## src/rtl/ladybird_uart_loader_if.sv

```systemverilog
// Word-write bus between the UART loader (primary) and the memory it fills.
// A write is held on req/addr/wstrb/data until the edge where req && gnt.
interface ladybird_bus;
    logic        req;
    logic [31:0] addr;
    logic [3:0]  wstrb;
    logic [31:0] data;
    logic        gnt;

    modport primary   (output req, addr, wstrb, data, input gnt);
    modport secondary (input req, addr, wstrb, data, output gnt);
endinterface

```

## src/rtl/ladybird_uart_loader.sv

```systemverilog
// UART program loader: receives a little-endian word count followed by that
// many little-endian words over 8N1 serial, and writes each word to
// consecutive addresses starting at BASE_ADDR.
//
// RX FSM
//   state   | meaning
//   R_IDLE  | line idle, waiting for a synchronized falling edge
//   R_START | timing to mid start bit; a high line there is a glitch
//   R_DATA  | sampling 8 data bits, LSB first, one per bit period
//   R_STOP  | sampling the stop bit; low is a framing error
//
// Loader FSM
//   state   | meaning
//   L_LEN   | assembling the 32-bit word count
//   L_DATA  | assembling the next program word
//   L_WRITE | bus write pending; next word keeps assembling meanwhile
//   L_DONE  | all words granted; absorbing until reset
//   L_ERR   | bad length, framing error or overrun; absorbing until reset
module ladybird_uart_loader #(
    parameter int          CLK_PER_BIT = 868,
    parameter logic [31:0] BASE_ADDR   = 32'h0000_0000,
    parameter int          MAX_WORDS   = 8
) (
    input  logic        clk,
    input  logic        anrst,
    input  logic        uart_txd_in,
    ladybird_bus.primary bus,
    output logic        done,
    output logic        error,
    output logic [15:0] words_written
);

    localparam int TW = $clog2(CLK_PER_BIT + 1);
    localparam logic [TW-1:0] FULL_TC = TW'(CLK_PER_BIT - 1);
    localparam logic [TW-1:0] HALF_TC = TW'(CLK_PER_BIT / 2 - 1);

    typedef enum logic [1:0] {R_IDLE, R_START, R_DATA, R_STOP} rx_state_t;
    typedef enum logic [2:0] {L_LEN, L_DATA, L_WRITE, L_DONE, L_ERR} ld_state_t;

    logic            rx_meta, rx_sync, rx_prev;
    rx_state_t       rx_state, rx_state_d;
    logic [TW-1:0]   rx_timer, rx_timer_d;
    logic [2:0]      rx_bit, rx_bit_d;
    logic [7:0]      rx_shift, rx_shift_d;
    logic            byte_stb, byte_stb_d;
    logic            frame_err, frame_err_d;

    ld_state_t       l_state, l_state_d;
    logic [31:0]     len_q, len_d;
    logic [31:0]     asm_q, asm_d;
    logic [1:0]      bcnt, bcnt_d;
    logic [15:0]     ww_q, ww_d;
    logic            req_q, req_d;
    logic [31:0]     addr_q, addr_d;
    logic [3:0]      wstrb_q, wstrb_d;
    logic [31:0]     data_q, data_d;
    logic            done_q, done_d;
    logic            error_q, error_d;

    logic [31:0]     word_full;
    logic            last_byte;
    logic            granted;
    logic            finishing;

    // Two-flop synchronizer plus edge-detect history; idle level is high so
    // reset release never looks like a start bit.
    always_ff @(posedge clk or negedge anrst) begin
        if (!anrst) begin
            rx_meta <= 1'b1;
            rx_sync <= 1'b1;
            rx_prev <= 1'b1;
        end else begin
            rx_meta <= uart_txd_in;
            rx_sync <= rx_meta;
            rx_prev <= rx_sync;
        end
    end

    // RX state register and bit-timing datapath.
    always_ff @(posedge clk or negedge anrst) begin
        if (!anrst) begin
            rx_state  <= R_IDLE;
            rx_timer  <= '0;
            rx_bit    <= '0;
            rx_shift  <= '0;
            byte_stb  <= 1'b0;
            frame_err <= 1'b0;
        end else begin
            rx_state  <= rx_state_d;
            rx_timer  <= rx_timer_d;
            rx_bit    <= rx_bit_d;
            rx_shift  <= rx_shift_d;
            byte_stb  <= byte_stb_d;
            frame_err <= frame_err_d;
        end
    end

    // RX next state: down-counting bit timer, sample on terminal count.
    always_comb begin
        rx_state_d  = rx_state;
        rx_timer_d  = rx_timer;
        rx_bit_d    = rx_bit;
        rx_shift_d  = rx_shift;
        byte_stb_d  = 1'b0;
        frame_err_d = 1'b0;
        case (rx_state)
            R_IDLE: begin
                if (rx_prev && !rx_sync) begin
                    rx_state_d = R_START;
                    rx_timer_d = HALF_TC;
                end
            end
            R_START: begin
                if (rx_timer == '0) begin
                    if (rx_sync) begin
                        rx_state_d = R_IDLE;
                    end else begin
                        rx_state_d = R_DATA;
                        rx_timer_d = FULL_TC;
                        rx_bit_d   = '0;
                    end
                end else begin
                    rx_timer_d = rx_timer - TW'(1);
                end
            end
            R_DATA: begin
                if (rx_timer == '0) begin
                    rx_shift_d = {rx_sync, rx_shift[7:1]};
                    rx_timer_d = FULL_TC;
                    if (rx_bit == 3'd7) begin
                        rx_state_d = R_STOP;
                    end else begin
                        rx_bit_d = rx_bit + 3'd1;
                    end
                end else begin
                    rx_timer_d = rx_timer - TW'(1);
                end
            end
            R_STOP: begin
                if (rx_timer == '0) begin
                    rx_state_d = R_IDLE;
                    if (rx_sync) begin
                        byte_stb_d = 1'b1;
                    end else begin
                        frame_err_d = 1'b1;
                    end
                end else begin
                    rx_timer_d = rx_timer - TW'(1);
                end
            end
            default: rx_state_d = R_IDLE;
        endcase
    end

    // Loader state register and all registered outputs.
    always_ff @(posedge clk or negedge anrst) begin
        if (!anrst) begin
            l_state <= L_LEN;
            len_q   <= '0;
            asm_q   <= '0;
            bcnt    <= '0;
            ww_q    <= '0;
            req_q   <= 1'b0;
            addr_q  <= '0;
            wstrb_q <= '0;
            data_q  <= '0;
            done_q  <= 1'b0;
            error_q <= 1'b0;
        end else begin
            l_state <= l_state_d;
            len_q   <= len_d;
            asm_q   <= asm_d;
            bcnt    <= bcnt_d;
            ww_q    <= ww_d;
            req_q   <= req_d;
            addr_q  <= addr_d;
            wstrb_q <= wstrb_d;
            data_q  <= data_d;
            done_q  <= done_d;
            error_q <= error_d;
        end
    end

    assign word_full = {rx_shift, asm_q[31:8]};
    assign last_byte = byte_stb && (bcnt == 2'd3);
    assign granted   = req_q && bus.gnt;
    assign finishing = (({16'd0, ww_q} + 32'd1) == len_q);

    // Loader next state: byte assembly, length check, write handshake.
    always_comb begin
        l_state_d = l_state;
        len_d     = len_q;
        asm_d     = asm_q;
        bcnt_d    = bcnt;
        ww_d      = ww_q;
        req_d     = req_q;
        addr_d    = addr_q;
        wstrb_d   = wstrb_q;
        data_d    = data_q;
        if (frame_err && l_state != L_DONE && l_state != L_ERR) begin
            l_state_d = L_ERR;
            req_d     = 1'b0;
        end else begin
            case (l_state)
                L_LEN: begin
                    if (byte_stb) begin
                        asm_d  = word_full;
                        bcnt_d = bcnt + 2'd1;
                        if (last_byte) begin
                            len_d = word_full;
                            if (word_full == 32'd0)
                                l_state_d = L_DONE;
                            else if (word_full > 32'(MAX_WORDS))
                                l_state_d = L_ERR;
                            else
                                l_state_d = L_DATA;
                        end
                    end
                end
                L_DATA: begin
                    if (byte_stb) begin
                        asm_d  = word_full;
                        bcnt_d = bcnt + 2'd1;
                        if (last_byte) begin
                            req_d     = 1'b1;
                            addr_d    = BASE_ADDR + {14'd0, ww_q, 2'b00};
                            wstrb_d   = 4'hF;
                            data_d    = word_full;
                            l_state_d = L_WRITE;
                        end
                    end
                end
                L_WRITE: begin
                    if (byte_stb) begin
                        asm_d  = word_full;
                        bcnt_d = bcnt + 2'd1;
                    end
                    if (granted) begin
                        req_d = 1'b0;
                        ww_d  = ww_q + 16'd1;
                        if (finishing) begin
                            l_state_d = L_DONE;
                        end else if (last_byte) begin
                            // Next word landed on the grant edge: start it.
                            req_d   = 1'b1;
                            addr_d  = BASE_ADDR + {14'd0, ww_q + 16'd1, 2'b00};
                            wstrb_d = 4'hF;
                            data_d  = word_full;
                        end else begin
                            l_state_d = L_DATA;
                        end
                    end else if (last_byte) begin
                        l_state_d = L_ERR;
                        req_d     = 1'b0;
                    end
                end
                default: ;
            endcase
        end
        done_d  = (l_state_d == L_DONE);
        error_d = (l_state_d == L_ERR);
    end

    assign bus.req       = req_q;
    assign bus.addr      = addr_q;
    assign bus.wstrb     = wstrb_q;
    assign bus.data      = data_q;
    assign done          = done_q;
    assign error         = error_q;
    assign words_written = ww_q;

endmodule

```

## src/flat_wrapper.sv

```systemverilog
// flat-port wrapper written by rule: the top's interface ports become plain ports
module ladybird_uart_loader_flat 
#(
    parameter int          CLK_PER_BIT = 868,
    parameter logic [31:0] BASE_ADDR   = 32'h0000_0000,
    parameter int          MAX_WORDS   = 8
)
  (clk, anrst, uart_txd_in, done, error, words_written, bus_req, bus_addr, bus_wstrb, bus_data, bus_gnt);
  ladybird_bus bus_i ();
  input  logic clk;
  input  logic anrst;
  input  logic uart_txd_in;
  output logic done;
  output logic error;
  output logic [15:0] words_written;
  output wire logic [$bits(bus_i.req)-1:0] bus_req;
  output wire logic [$bits(bus_i.addr)-1:0] bus_addr;
  output wire logic [$bits(bus_i.wstrb)-1:0] bus_wstrb;
  output wire logic [$bits(bus_i.data)-1:0] bus_data;
  input wire logic [$bits(bus_i.gnt)-1:0] bus_gnt;
  assign bus_req = bus_i.req;
  assign bus_addr = bus_i.addr;
  assign bus_wstrb = bus_i.wstrb;
  assign bus_data = bus_i.data;
  assign bus_i.gnt = bus_gnt;
  ladybird_uart_loader #(.CLK_PER_BIT(CLK_PER_BIT), .BASE_ADDR(BASE_ADDR), .MAX_WORDS(MAX_WORDS)) u_core (.clk(clk), .anrst(anrst), .uart_txd_in(uart_txd_in), .bus(bus_i), .done(done), .error(error), .words_written(words_written));
endmodule
```

## config.mk

```make
export PLATFORM = sky130hd
export DESIGN_NAME = ladybird_uart_loader_flat
export DESIGN_NICKNAME = d
export VERILOG_FILES = /design/src/rtl/ladybird_uart_loader_if.sv /design/src/rtl/ladybird_uart_loader.sv /design/src/flat_wrapper.sv
export SDC_FILE = /design/constraint.sdc
export NUM_CORES = 1
export LEC_CHECK = 0
export CORE_MARGIN = 1.5
export CORE_UTILIZATION = 56
export DETAILED_ROUTE_END_ITERATION = 10
export PLACE_DENSITY_LB_ADDON = 0.15
export SKIP_CTS_REPAIR_TIMING = 1
export SYNTH_ARGS = -nofsm -noshare
export SYNTH_HDL_FRONTEND = slang
export SYNTH_SLANG_ARGS = --single-unit
```

## constraint.sdc

```tcl
create_clock -name clk -period 3.7 [get_ports clk]
set_input_delay 0.74 -clock clk [delete_from_list [all_inputs] [get_ports clk]]
set_output_delay 0.74 -clock clk [all_outputs]
set_load 0.02 [all_outputs]
```

# ---- Yosys cells after proc, flatten, opt, wreduce, memory -nomap -nowiden
# Cells that the tools add are included.
dict set report classes {
  addsub 5
  order_cmp 1
  eq_ne 29
  mux 60
  bitwise_logic 1
  reduce_logical 24
}
# op n
set op_table {}
lappend op_table {{32-bit two-way mux} 9}
lappend op_table {{32-bit case mux with 2 select lines} 2}
lappend op_table {{10-bit two-way mux} 5}
lappend op_table {{3-bit two-way mux} 15}
lappend op_table {{10-bit case mux with 4 select lines} 1}
lappend op_table {{32-bit equality test} 1}
lappend op_table {{32-bit by 4-bit greater-than comparator with 1-bit output, second input constant} 1}
lappend op_table {{32-bit logical NOT} 1}
lappend op_table {{2-bit by 1-bit != test with 1-bit output, second input constant} 9}
lappend op_table {{16-bit by 1-bit adder with 17-bit output, second input constant} 1}
lappend op_table {{16-bit by 1-bit adder with 16-bit output, second input constant} 1}
lappend op_table {{4-bit two-way mux} 4}
lappend op_table {{5-bit AND reduction} 3}
lappend op_table {{1-bit two-way mux} 13}
lappend op_table {{2-bit two-way mux} 6}
lappend op_table {{10-bit logical NOT} 1}
lappend op_table {{10-bit by 1-bit subtractor with 10-bit output, second input constant} 1}
lappend op_table {{3-bit case mux with 3 select lines} 1}
lappend op_table {{3-bit AND reduction} 3}
lappend op_table {{2-bit != test, second input constant} 4}
lappend op_table {{2-bit case mux with 4 select lines} 1}
lappend op_table {{4-bit case mux with 2 select lines} 1}
lappend op_table {{4-bit AND reduction} 2}
lappend op_table {{7-bit AND reduction} 1}
lappend op_table {{22 further kinds} 33}
dict set report totals {
  reg_bits 184
  input_bits 4
  out_inout_bits 87
  word_cells 140
}

# ---- Depth between registers and ports, before layout
# Gate-level depths: netlist of run 1.
dict set report depth {
  ltp_word 8
  depth_mapped 11
  mapped_depth_nobuf 10
}

# ---- Worst setup path after synthesis of run 1
# No wires, ideal clock.
dict set report synth_timing {
  kind {reg2reg}
  startpoint {reg u_core.ww_q[7] (netlist: u_core.words_written[7])}
  endpoint {reg u_core.data_q[28] (netlist: u_core.bus.data[28])}
  setup_time_ns 0.128
  arrival_ns 2.793
  required_time_ns 3.572
  path_slack_ns 0.780
  stages_incl_launch_ff 9
  n_path_buf 1
  synth_period_minus_slack_ns 2.920
  cell_sequence {dfrtp_1 xor2_1 mux2_2 or3_1 a211oi_2 nand4b_1 o31ai_4 buf_4 mux2_1}
}
dict set report synth_via {
  elab_chain_cells 4
}
# element line_no
set synth_lines {}
lappend synth_lines {{start: declaration} ladybird_uart_loader.sv:52} ;# logic [15:0] ww_q, ww_d;
lappend synth_lines {{start signal: assignment} ladybird_uart_loader.sv:174} ;# ww_q <= ww_d;
lappend synth_lines {{16-bit by 1-bit adder with 17-bit output} ladybird_uart_loader.sv:187} ;# assign finishing = (({16'd0, ww_q} + 32'd1) == len_q);
lappend synth_lines {{32-bit equality test} ladybird_uart_loader.sv:187}
lappend synth_lines {{2-bit != test (no line)} n/a}
lappend synth_lines {{5-bit AND reduction (no line)} n/a}
lappend synth_lines {{end signal: assignment} ladybird_uart_loader.sv:178} ;# data_q <= data_d;
lappend synth_lines {{end: declaration} ladybird_uart_loader.sv:56} ;# logic [31:0] data_q, data_d;
# No other way between the ends.
# A chain may end at the register's enable or synchronous reset.

# ---- Worst setup path after layout of run 1
dict set report layout_timing {
  startpoint {reg u_core.ww_q[0] (netlist: u_core.words_written[0])}
  endpoint {reg u_core.data_q[31] (netlist: u_core.bus.data[31])}
}
# The elaborated chain is that of the path after synthesis.

==> metrics.csv, run 1 <==
stage;metric;value;unit
status;status;complete, no violations;
setup_path;crit path DAT;3.67;ns
synth;syn avg cell area;11.2;sq um
sta;Slew headroom;49.5;%
setup_path;Critical Path Source Type;flip-flop;
setup_path;WP data required;4.01;ns
synth;ys flop type;dfrtp_1;
sta;RSZ-0062 raised after global routing;false;
power;Logic pwr share;14.6;%
sta;sum of negative setup slack;0;ns
power;Reg power frac;44.8;%
floorplan;IO Count;91;
synth;Synth Area in XOR/XNOR;5.58;%
sta;fin crit share;90.8;%
synth;most frequent cell after synthesis;dfrtp_1;
min_path;Hold Path Class;reg2reg;
clocking;# H-tree levels;4;
synth;Yosys cell types;55;
layout;area occupied by multi-input gates;3300;sq um
run;Max-Cap Viols;0;
route;vias post-DR;5185;
clocking;clk_lat worst skew;0.43;ns
clocking;TritonCTS clock tree;built;
sta;Tmin final;3.36;ns
synth;post-synthesis mux area share;15.4;%
clocking;Sink Count;157;
clocking;CTS Root Cell;clkbuf_16;
power;Net Switching;0.00118;W
sta;Final Max Tran Viols;0;
global_route;first-pass GRT wire length;27.4;mm
route;DRT iter0 DRCs;324;
placed_design;DP Wirelength;11.5;mm
sta;final setup violation count;0;
global_route;vias in the first global route;5274;
synth;Synth Instances;673;
setup_path;CP max stage cell;dfrtp_1;
power;Internal;0.00298;W
placed_design;GP Congestion;0.900;
synth;flops & latches, synth;157;
synth;compound-gate portion of the synthesized area;7.95;%
clocking;Max Buffers Root-to-Sink;2;
layout;Ant. Diodes;0;
global_route;antenna violations before repair;0;
layout;share of cells above drive strength 1;16.2;%
setup_path;max incr delay on CP;0.52;ns
route;DRT met1 WL;7.55;mm
global_route;Total GRT Usage;24.8;%
placed_design;input/output buffers;74;
synth;post-synth top area cell;dfrtp_1;
route;Avg WL per Cell;17.6;um
sta;Fin. Hold Viols;0;
synth;EDFF count, synth;0;
layout;register area;3930;sq um
power;Static Leak;4.20;nW
route;drt total wl;16.4;mm
synth;Synth Cell Area;7540;sq um
floorplan;starting density of the core;57.2;%
synth;fraction of the mapped netlist area in adder cells;1.49;%
route;WL met2;7.94;mm
clocking;CTS buffer count;17;
power;Clk network pwr share;40.7;%
route;top routing layer in use;met4;
setup_path;Setup crit end kind;flip-flop;
sta;Least-Margin Pin Slew;0.758;ns
power;worst vdd ir;0.469;mV
sta;fmax;298;MHz
sta;WHS;0.355;ns
floorplan;Die Y;119;um
synth;post-synthesis sequential area ratio;52.2;%
synth;post-synthesis simple-gate area fraction;12.5;%
route;Post-DRT Antenna Nets;0;
layout;Net count, final;752;
route;DRC Markers;0;
synth;share of the synthesized area in the top cell type;51.1;%
floorplan;core footprint;13200;sq um
route;Vias/cell;5.59;
global_route;largest net degree at the start of global routing;86;
power;Switching Share;28.4;%
route;drt first pass iters;4;
floorplan;FP Rows;42;
route;Met3 Wirelength;579;um
synth;largest family of logic cells by synthesized area;multiplexers;
floorplan;die width;119;um
floorplan;die area;14200;sq um
synth;commonest cells in the synthesized netlist;154 x dfrtp_1, 67 x mux2_2, 57 x nand2_1;
layout;area grow syn2layout;18.3;%
layout;# fillers;1007;
setup_path;crit-path max FO;47;
synth;ys async rst share;100;%
global_route;global route overflow;0;
synth;Synth area leaders;dfrtp_1 51%, mux2_2 10%, mux2_1 4.6%;
setup_path;kind of critical path;reg2reg;
power;Pwr Density;467;nW/um^2
clocking;CTS clk-pin slew, worst paths;0.07;ns
setup_path;CP cell instances;ha_1, nand3_1, nor2_1, a211oi_1, a211oi_2, nand4b_1, o31ai_4, buf_12, mux2_1;
sta;clk_skew;0.0107;ns
synth;Synth Warn #;0;
## through the flow
step                      util (%)  total power [W]  cells  worst slack [ns]  cell area, sq um
after floorplan                  -          0.00233    688             0.780              7590
after global placement        63.3          0.00246    896             0.462              8350
after detailed placement      63.3          0.00249    896             0.402              8350
after CTS                     67.6          0.00420    928             0.365              8920
after global routing          67.6          0.00436    928             0.102              8920
final                         67.6          0.00416    928             0.342              8920
## cell families after synthesis
| logic type | Yosys count |
|---|---|
| buffers and inverters | 68 |
| adder cells (fa/ha/maj) | 9 |
| AO/OA/AOI/OAI | 96 |
| AND/OR/NAND/NOR | 190 |
| multiplexers | 104 |
| XOR/XNOR | 48 |
| flip-flops | 157 |
| other | 1 |
## worst max-delay path: cells and delay by family, from the launching register on
| family | cells | cell delay, ns |
|---|---|---|
| mux | 1 | 0.37 |
| compound gates | 3 | 0.79 |
| buf+inv | 1 | 0.28 |
| simple gates | 3 | 0.94 |
| fa+ha+maj | 1 | 0.32 |
| flops | 1 | 0.52 |
## worst paths after layout
| check | slack (ns) | start | to | depth (start not counted) |
|---|---|---|---|---|
| max in group asynchronous | 2.45 | anrst | u_core.rx_meta$_DFF_PN1_ | 2 |
| worst max register to register | 0.34 | u_core.words_written[0]$_DFFE_PN0P_ | u_core.bus.data[31]$_DFFE_PN0P_ | 9 |
| min in group asynchronous | 0.37 | anrst | u_core.bus.addr[8]$_DFFE_PN0P_ | 1 |
| worst min register to register | 0.36 | u_core.rx_meta$_DFF_PN1_ | u_core.rx_sync$_DFF_PN1_ | 0 |
| worst max-delay path | 0.34 | u_core.words_written[0]$_DFFE_PN0P_ | u_core.bus.data[31]$_DFFE_PN0P_ | 9 |
| worst min-delay path | 0.36 | u_core.rx_meta$_DFF_PN1_ | u_core.rx_sync$_DFF_PN1_ | 0 |
## power by group through the flow
stage | clock network (W) | logic, W | registers, W
final | 0.00169 | 0.000606 | 0.00186
after floorplan | 0 | 0.000460 | 0.00187
after detailed placement | 0 | 0.000597 | 0.00189
after global placement | 0 | 0.000575 | 0.00189
after global routing | 0.00180 | 0.000681 | 0.00187
after CTS | 0.00173 | 0.000606 | 0.00186
## per-layer routing
layer	up-vias	global-route usage, %
li1	2469	-
met1	2572	32.6
met2	120	40.3
met3	24	5.12
met4	0	10.0
met5	-	0
## flip-flops by register name, summed over array words and instances (netlist names), named ones only
signal and count:
u_core.rx_prev 1, u_core.l_state 3, u_core.rx_meta 1, u_core.rx_bit 3, u_core.rx_shift 8, u_core.frame_err 1
u_core.bcnt 2, u_core.rx_sync 1, u_core.asm_q 24, u_core.rx_state 1, u_core.bus.req 1, u_core.byte_stb 1
u_core.done 1, u_core.bus.data 32, u_core.error 1, u_core.bus.wstrb 1, u_core.len_q 32, u_core.bus.addr 16
u_core.words_written 16, u_core.rx_timer 10
## final cells by class
type | count | share of cell area [%]
flip-flops and latches | 157 | 44.1
multi-input cells | 463 | 37.0
repair buffers | 86 | 9.47
clock buffers | 20 | 5.01
well taps | 176 | 2.47
clock inverters | 12 | 1.39
inverters | 14 | 0.589
## placed cells by master (no fill, tap or decap), types with 14 or more instances in the layout
master             n
dfrtp_1          154
clkdlybuf4s50_1   73
mux2_2            67
nand2_1           57
nor2_1            46
o21ai_0           38
xnor2_1           31
mux2_1            31
a21oi_1           23
xor2_1            17
clkbuf_16         17
conb_1            16
inv_1             14
nor4_1            14
No activity file was read; power rests on OpenSTA's default activity.
==> run 2, diff against run 1 <==
--- a/config.mk
+++ b/config.mk
@@ -5,9 +5,9 @@
 export SDC_FILE = /design/constraint.sdc
 export NUM_CORES = 1
 export LEC_CHECK = 0
-export CORE_MARGIN = 1.5
 export CORE_UTILIZATION = 56
 export DETAILED_ROUTE_END_ITERATION = 10
+export MAX_ROUTING_LAYER = met4
 export PLACE_DENSITY_LB_ADDON = 0.15
 export SKIP_CTS_REPAIR_TIMING = 1
 export SYNTH_ARGS = -nofsm -noshare
==> run 2 against run 1 <==
Against the previous run: cell count fell by 0.11%; routed wire length up 1.0%; combinational power barely moved; worst setup slack worse by 0.012 ns.
==> metrics.csv, run 2 (synthesis results as in run 1) <==
stage;metric;value;unit
status;status;complete, no violations;
sta;Tmin final;3.37;ns
sta;Fin. Hold Viols;0;
sta;Final Max Tran Viols;0;
power;Reg power frac;45.5;%
sta;clk_skew;0.00846;ns
global_route;Total GRT Usage;26.0;%
power;Static Leak;4.19;nW
floorplan;Die Y;118;um
min_path;Hold Path Class;reg2reg;
clocking;CTS buffer count;17;
global_route;first-pass GRT wire length;27.4;mm
sta;fin crit share;91.1;%
setup_path;CP top delay family;simple AND/OR/NAND/NOR gates;
route;drt total wl;16.5;mm
global_route;global route overflow;0;
power;Net Switching;0.00119;W
sta;RSZ-0062 raised after global routing;false;
clocking;# H-tree levels;4;
layout;Net count, final;751;
clocking;clk_lat worst skew;0.43;ns
route;Avg WL per Cell;17.8;um
power;Switching Share;29.0;%
placed_design;Place WS;0.416;ns
setup_path;Reg2Reg Setup Slack;0.33;ns
sta;Slew headroom;41.0;%
setup_path;CP cell instances;ha_1, nand3_1, nor2_1, a211oi_1, a211oi_2, nand4b_1, o31ai_4, buf_4, mux2_1;
clocking;Max Buffers Root-to-Sink;2;
layout;share of cells above drive strength 1;16.4;%
setup_path;Critical Path Source Type;flip-flop;
floorplan;die area;13900;sq um
layout;Ant. Diodes;0;
power;Clk network pwr share;39.6;%
global_route;vias in the first global route;5260;
layout;commonest non-fill, non-tap cells in the layout;154 x dfrtp_1, 73 x clkdlybuf4s50_1, 67 x mux2_2, 57 x nand2_1, 46 x nor2_1;
floorplan;IO Count;91;
route;Post-DRT Antenna Nets;0;
setup_path;WP data required;4.00;ns
floorplan;core footprint;13200;sq um
setup_path;Setup crit end kind;flip-flop;
route;Vias/cell;5.67;
power;Internal;0.00290;W
power;Pwr Density;460;nW/um^2
setup_path;crit-path max FO;15;
sta;final setup violation count;0;
setup_path;CP max stage cell;dfrtp_1;
layout;area grow syn2layout;17.9;%
placed_design;GP Congestion;0.912;
setup_path;crit path buf inv count;1;
sta;fmax;297;MHz
route;vias post-DR;5256;
placed_design;DP Wirelength;11.4;mm
route;drt first pass iters;5;
sta;Least-Margin Pin Slew;0.886;ns
setup_path;kind of critical path;reg2reg;
clocking;CTS clk-pin slew, worst paths;0.06;ns
global_route;largest net degree at the start of global routing;95;
setup_path;max incr delay on CP;0.52;ns
clocking;TritonCTS clock tree;built;
floorplan;FP Rows;42;
sta;Final WS setup;0.330;ns
route;DRC Markers;0;
run;Max-Cap Viols;0;
clocking;Sink Count;157;
layout;commonest non-fill, non-tap cell in the layout;dfrtp_1;
global_route;antenna violations before repair;0;
power;worst vdd ir;0.342;mV
clocking;CTS Root Cell;clkbuf_16;
floorplan;starting density of the core;57.2;%
setup_path;crit path DAT;3.67;ns
floorplan;die width;118;um
placed_design;input/output buffers;74;
sta;sum of negative setup slack;0;ns
route;DRT iter0 DRCs;295;
power;Logic pwr share;14.8;%
[run 2: layout make-up]
| cell class | count | area (sq um) |
|---|---|---|
| flip-flops and latches | 157 | 3930 |
| well taps | 176 | 220 |
| clock inverters | 14 | 110 |
| clock buffers | 18 | 439 |
| repair buffers | 85 | 837 |
| inverters | 14 | 52.6 |
| fillers | 1034 | 4300 |
| multi-input cells | 463 | 3300 |
[run 2: worst reg2reg max path, delay by kind of cell (launching register included)]
family / cells / cell delay, ns
compound gates: 3 / 0.82
mux: 1 / 0.36
buf+inv: 1 / 0.30
fa+ha+maj: 1 / 0.33
flops: 1 / 0.52
simple gates: 3 / 0.92
[run 2: worst paths after layout]
kind                       cells after the start                               to                                 from
min                                            0         u_core.rx_sync$_DFF_PN1_             u_core.rx_meta$_DFF_PN1_
max                                            9  u_core.bus.data[14]$_DFFE_PN0P_  u_core.words_written[0]$_DFFE_PN0P_
min reg2reg                                    0         u_core.rx_sync$_DFF_PN1_             u_core.rx_meta$_DFF_PN1_
min in group asynchronous                      1   u_core.bus.addr[9]$_DFFE_PN0P_                                anrst
max reg2reg                                    9  u_core.bus.data[14]$_DFFE_PN0P_  u_core.words_written[0]$_DFFE_PN0P_
max in group asynchronous                      2     u_core.asm_q[29]$_DFFE_PN0P_                                anrst
[run 2: metrics by stage]
step | util, % | std cells | area [sq um] | total power [W] | hold WS [ns]
after floorplan | - | 688 | 7590 | 0.00233 | 0.345
after global placement | 63.2 | 895 | 8340 | 0.00246 | 0.346
after detailed placement | 63.2 | 895 | 8340 | 0.00249 | 0.348
after CTS | 67.4 | 927 | 8890 | 0.00411 | 0.358
after global routing | 67.4 | 927 | 8890 | 0.00428 | 0.364
final | 67.4 | 927 | 8890 | 0.00409 | 0.356
[run 2: power groups by stage]
stage | logic, W | registers, W | clock network, W
after global routing | 0.000691 | 0.00187 | 0.00172
after CTS | 0.000603 | 0.00186 | 0.00165
after floorplan | 0.000460 | 0.00187 | 0
final | 0.000607 | 0.00186 | 0.00162
after global placement | 0.000573 | 0.00189 | 0
after detailed placement | 0.000598 | 0.00189 | 0
[run 2: routing by layer]
metal,track usage (%),share of wire (%)
met1,33.5,46
met2,40.6,48
met3,4.36,3.3
met4,11.6,2.6
met5,-,0
==> run 3, diff against run 2 <==
--- a/config.mk
+++ b/config.mk
@@ -7,6 +7,7 @@
 export LEC_CHECK = 0
 export CORE_UTILIZATION = 56
 export DETAILED_ROUTE_END_ITERATION = 10
+export GPL_TIMING_DRIVEN = 0
 export MAX_ROUTING_LAYER = met4
 export PLACE_DENSITY_LB_ADDON = 0.15
 export SKIP_CTS_REPAIR_TIMING = 1
==> run 3 against run 2 <==
Against the previous run: non-clock buffer count up 45; clock skew up 0.0037 ns; sequential share of layout area fell by 1.6 points; sequential power about the same; critical path type unchanged; largest power group unchanged; highest routed layer unchanged.
==> metrics.csv, run 3 (synthesis results as in run 1) <==
stage;metric;value;unit
layout;finished layout cell area;9210;sq um
setup_path;kind of critical path;reg2reg;
clocking;clk_lat worst skew;0.43;ns
setup_path;Critical Path Source Type;flip-flop;
sta;sum of negative setup slack;0;ns
power;Clk network pwr share;41.5;%
floorplan;Die Y;118;um
sta;fmax;297;MHz
layout;commonest non-fill, non-tap cell in the layout;dfrtp_1;
placed_design;GP Congestion;0.857;
global_route;antenna violations before repair;0;
sta;fin crit share;91.1;%
sta;Final Max Tran Viols;0;
power;Pwr Density;462;nW/um^2
placed_design;input/output buffers;74;
clocking;Max Buffers Root-to-Sink;2;
layout;commonest non-fill, non-tap cells in the layout;154 x dfrtp_1, 73 x clkdlybuf4s50_1, 67 x mux2_2, 57 x nand2_1, 46 x nor2_1;
layout;Net count, final;796;
floorplan;die width;118;um
power;worst vdd ir;0.420;mV
layout;share of cells above drive strength 1;18.6;%
power;Static Leak;4.38;nW
power;overall power;0.00426;W
setup_path;WP data required;4.01;ns
route;Avg WL per Cell;17.2;um
floorplan;IO Count;91;
clocking;Sink Count;157;
clocking;CTS Root Cell;clkbuf_16;
clocking;# H-tree levels;4;
sta;final setup violation count;0;
clocking;TritonCTS clock tree;built;
sta;clk_skew;0.0122;ns
status;status;complete, no violations;
sta;Fin. Hold Viols;0;
power;Logic pwr share;14.7;%
power;Net Switching;0.00121;W
power;Internal;0.00305;W
floorplan;die area;13900;sq um
route;DRC Markers;0;
layout;area grow syn2layout;22.2;%
placed_design;Placed Area;8580;sq um
sta;Tmin final;3.37;ns
placed_design;dpl cells;939;
sta;Least-Margin Pin Slew;0.827;ns
global_route;global route overflow;0;
setup_path;crit-path max FO;10;
sta;WHS;0.304;ns
power;Reg power frac;43.7;%
setup_path;Setup crit end kind;flip-flop;
min_path;Hold Path Class;in2async;
layout;Non-Filler Instances;972;
setup_path;crit path DAT;3.69;ns
layout;Ant. Diodes;0;
layout;# fillers;948;
clocking;CTS clk-pin slew, worst paths;0.07;ns
power;Switching Share;28.5;%
placed_design;DP Wirelength;11.9;mm
route;Vias/cell;5.53;
route;DRT iter0 DRCs;311;
route;drt first pass iters;4;
global_route;largest net degree at the start of global routing;82;
run;Max-Cap Viols;0;
floorplan;FP Rows;42;
route;drt total wl;16.7;mm
sta;Slew headroom;44.4;%
route;vias post-DR;5376;
sta;RSZ-0062 raised after global routing;false;
floorplan;starting density of the core;57.2;%
route;Post-DRT Antenna Nets;0;
clocking;CTS buffer count;17;
global_route;first-pass GRT wire length;27.6;mm
global_route;Total GRT Usage;26.3;%
global_route;vias in the first global route;5340;
floorplan;core footprint;13200;sq um
==> run 3: layer usage <==
layer | wire length (um) | GRT usage (%)
met1 | 7670 | 33.5
met2 | 8310 | 43.3
met3 | 508 | 4.22
met4 | 242 | 8.49
met5 | 0 | -
==> run 3: worst paths after layout <==
check | start | endpoint | slack, ns | depth (start not counted)
worst max-delay path | u_core.words_written[1]$_DFFE_PN0P_ | u_core.bus.data[28]$_DFFE_PN0P_ | 0.33 | 10
worst min-delay path | anrst | u_core.len_q[7]$_DFFE_PN0P_ | 0.30 | 1
worst max register to register | u_core.words_written[1]$_DFFE_PN0P_ | u_core.bus.data[28]$_DFFE_PN0P_ | 0.33 | 10
worst min register to register | u_core.rx_meta$_DFF_PN1_ | u_core.rx_sync$_DFF_PN1_ | 0.36 | 0
max in group asynchronous | anrst | u_core.rx_sync$_DFF_PN1_ | 2.45 | 2
min in group clk | u_core.rx_meta$_DFF_PN1_ | u_core.rx_sync$_DFF_PN1_ | 0.36 | 0
==> run 3: layout make-up <==
class | count | area [sq um] | share of cell area [%]
flip-flops and latches | 157 | 3930 | 42.7
repair buffers | 76 | 790 | 8.57
well taps | 176 | 220 | 2.39
clock buffers | 18 | 429 | 4.66
clock inverters | 14 | 174 | 1.89
multi-input cells | 463 | 3300 | 35.8
plain buffers | 54 | 314 | 3.41
inverters | 14 | 52.6 | 0.570
==> run 3: power groups by stage <==
stage | Clock (W) | Sequential, W | Combinational [W]
finish | 0.00177 | 0.00186 | 0.000628
global route | 0.00187 | 0.00187 | 0.000698
CTS | 0.00179 | 0.00186 | 0.000623
detailed placement | 0 | 0.00189 | 0.000616
global placement | 0 | 0.00189 | 0.000587
floorplan | 0 | 0.00187 | 0.000460
==> run 3: per-stage QoR <==
| step | util, % | worst slack, ns |
|---|---|---|
| 6_report | 69.9 | 0.328 |
| 4_1_cts | 69.7 | 0.101 |
| 2_1_floorplan | - | 0.780 |
| 3_3_place_gp | 64.9 | -4.15 |
| 5_1_grt | 69.9 | 0.0918 |
| 3_5_place_dp | 65.1 | -0.102 |
==> run 3: worst max-delay path: stages, from the launching register on <==
cell       delay (ns)
dfrtp_1          0.48
ha_1             0.33
nand3_1          0.26
o21ai_0          0.23
a21oi_1          0.08
a2111oi_0        0.44
nand4_1          0.37
o31ai_4          0.35
buf_12           0.18
buf_4            0.19
mux2_1           0.33
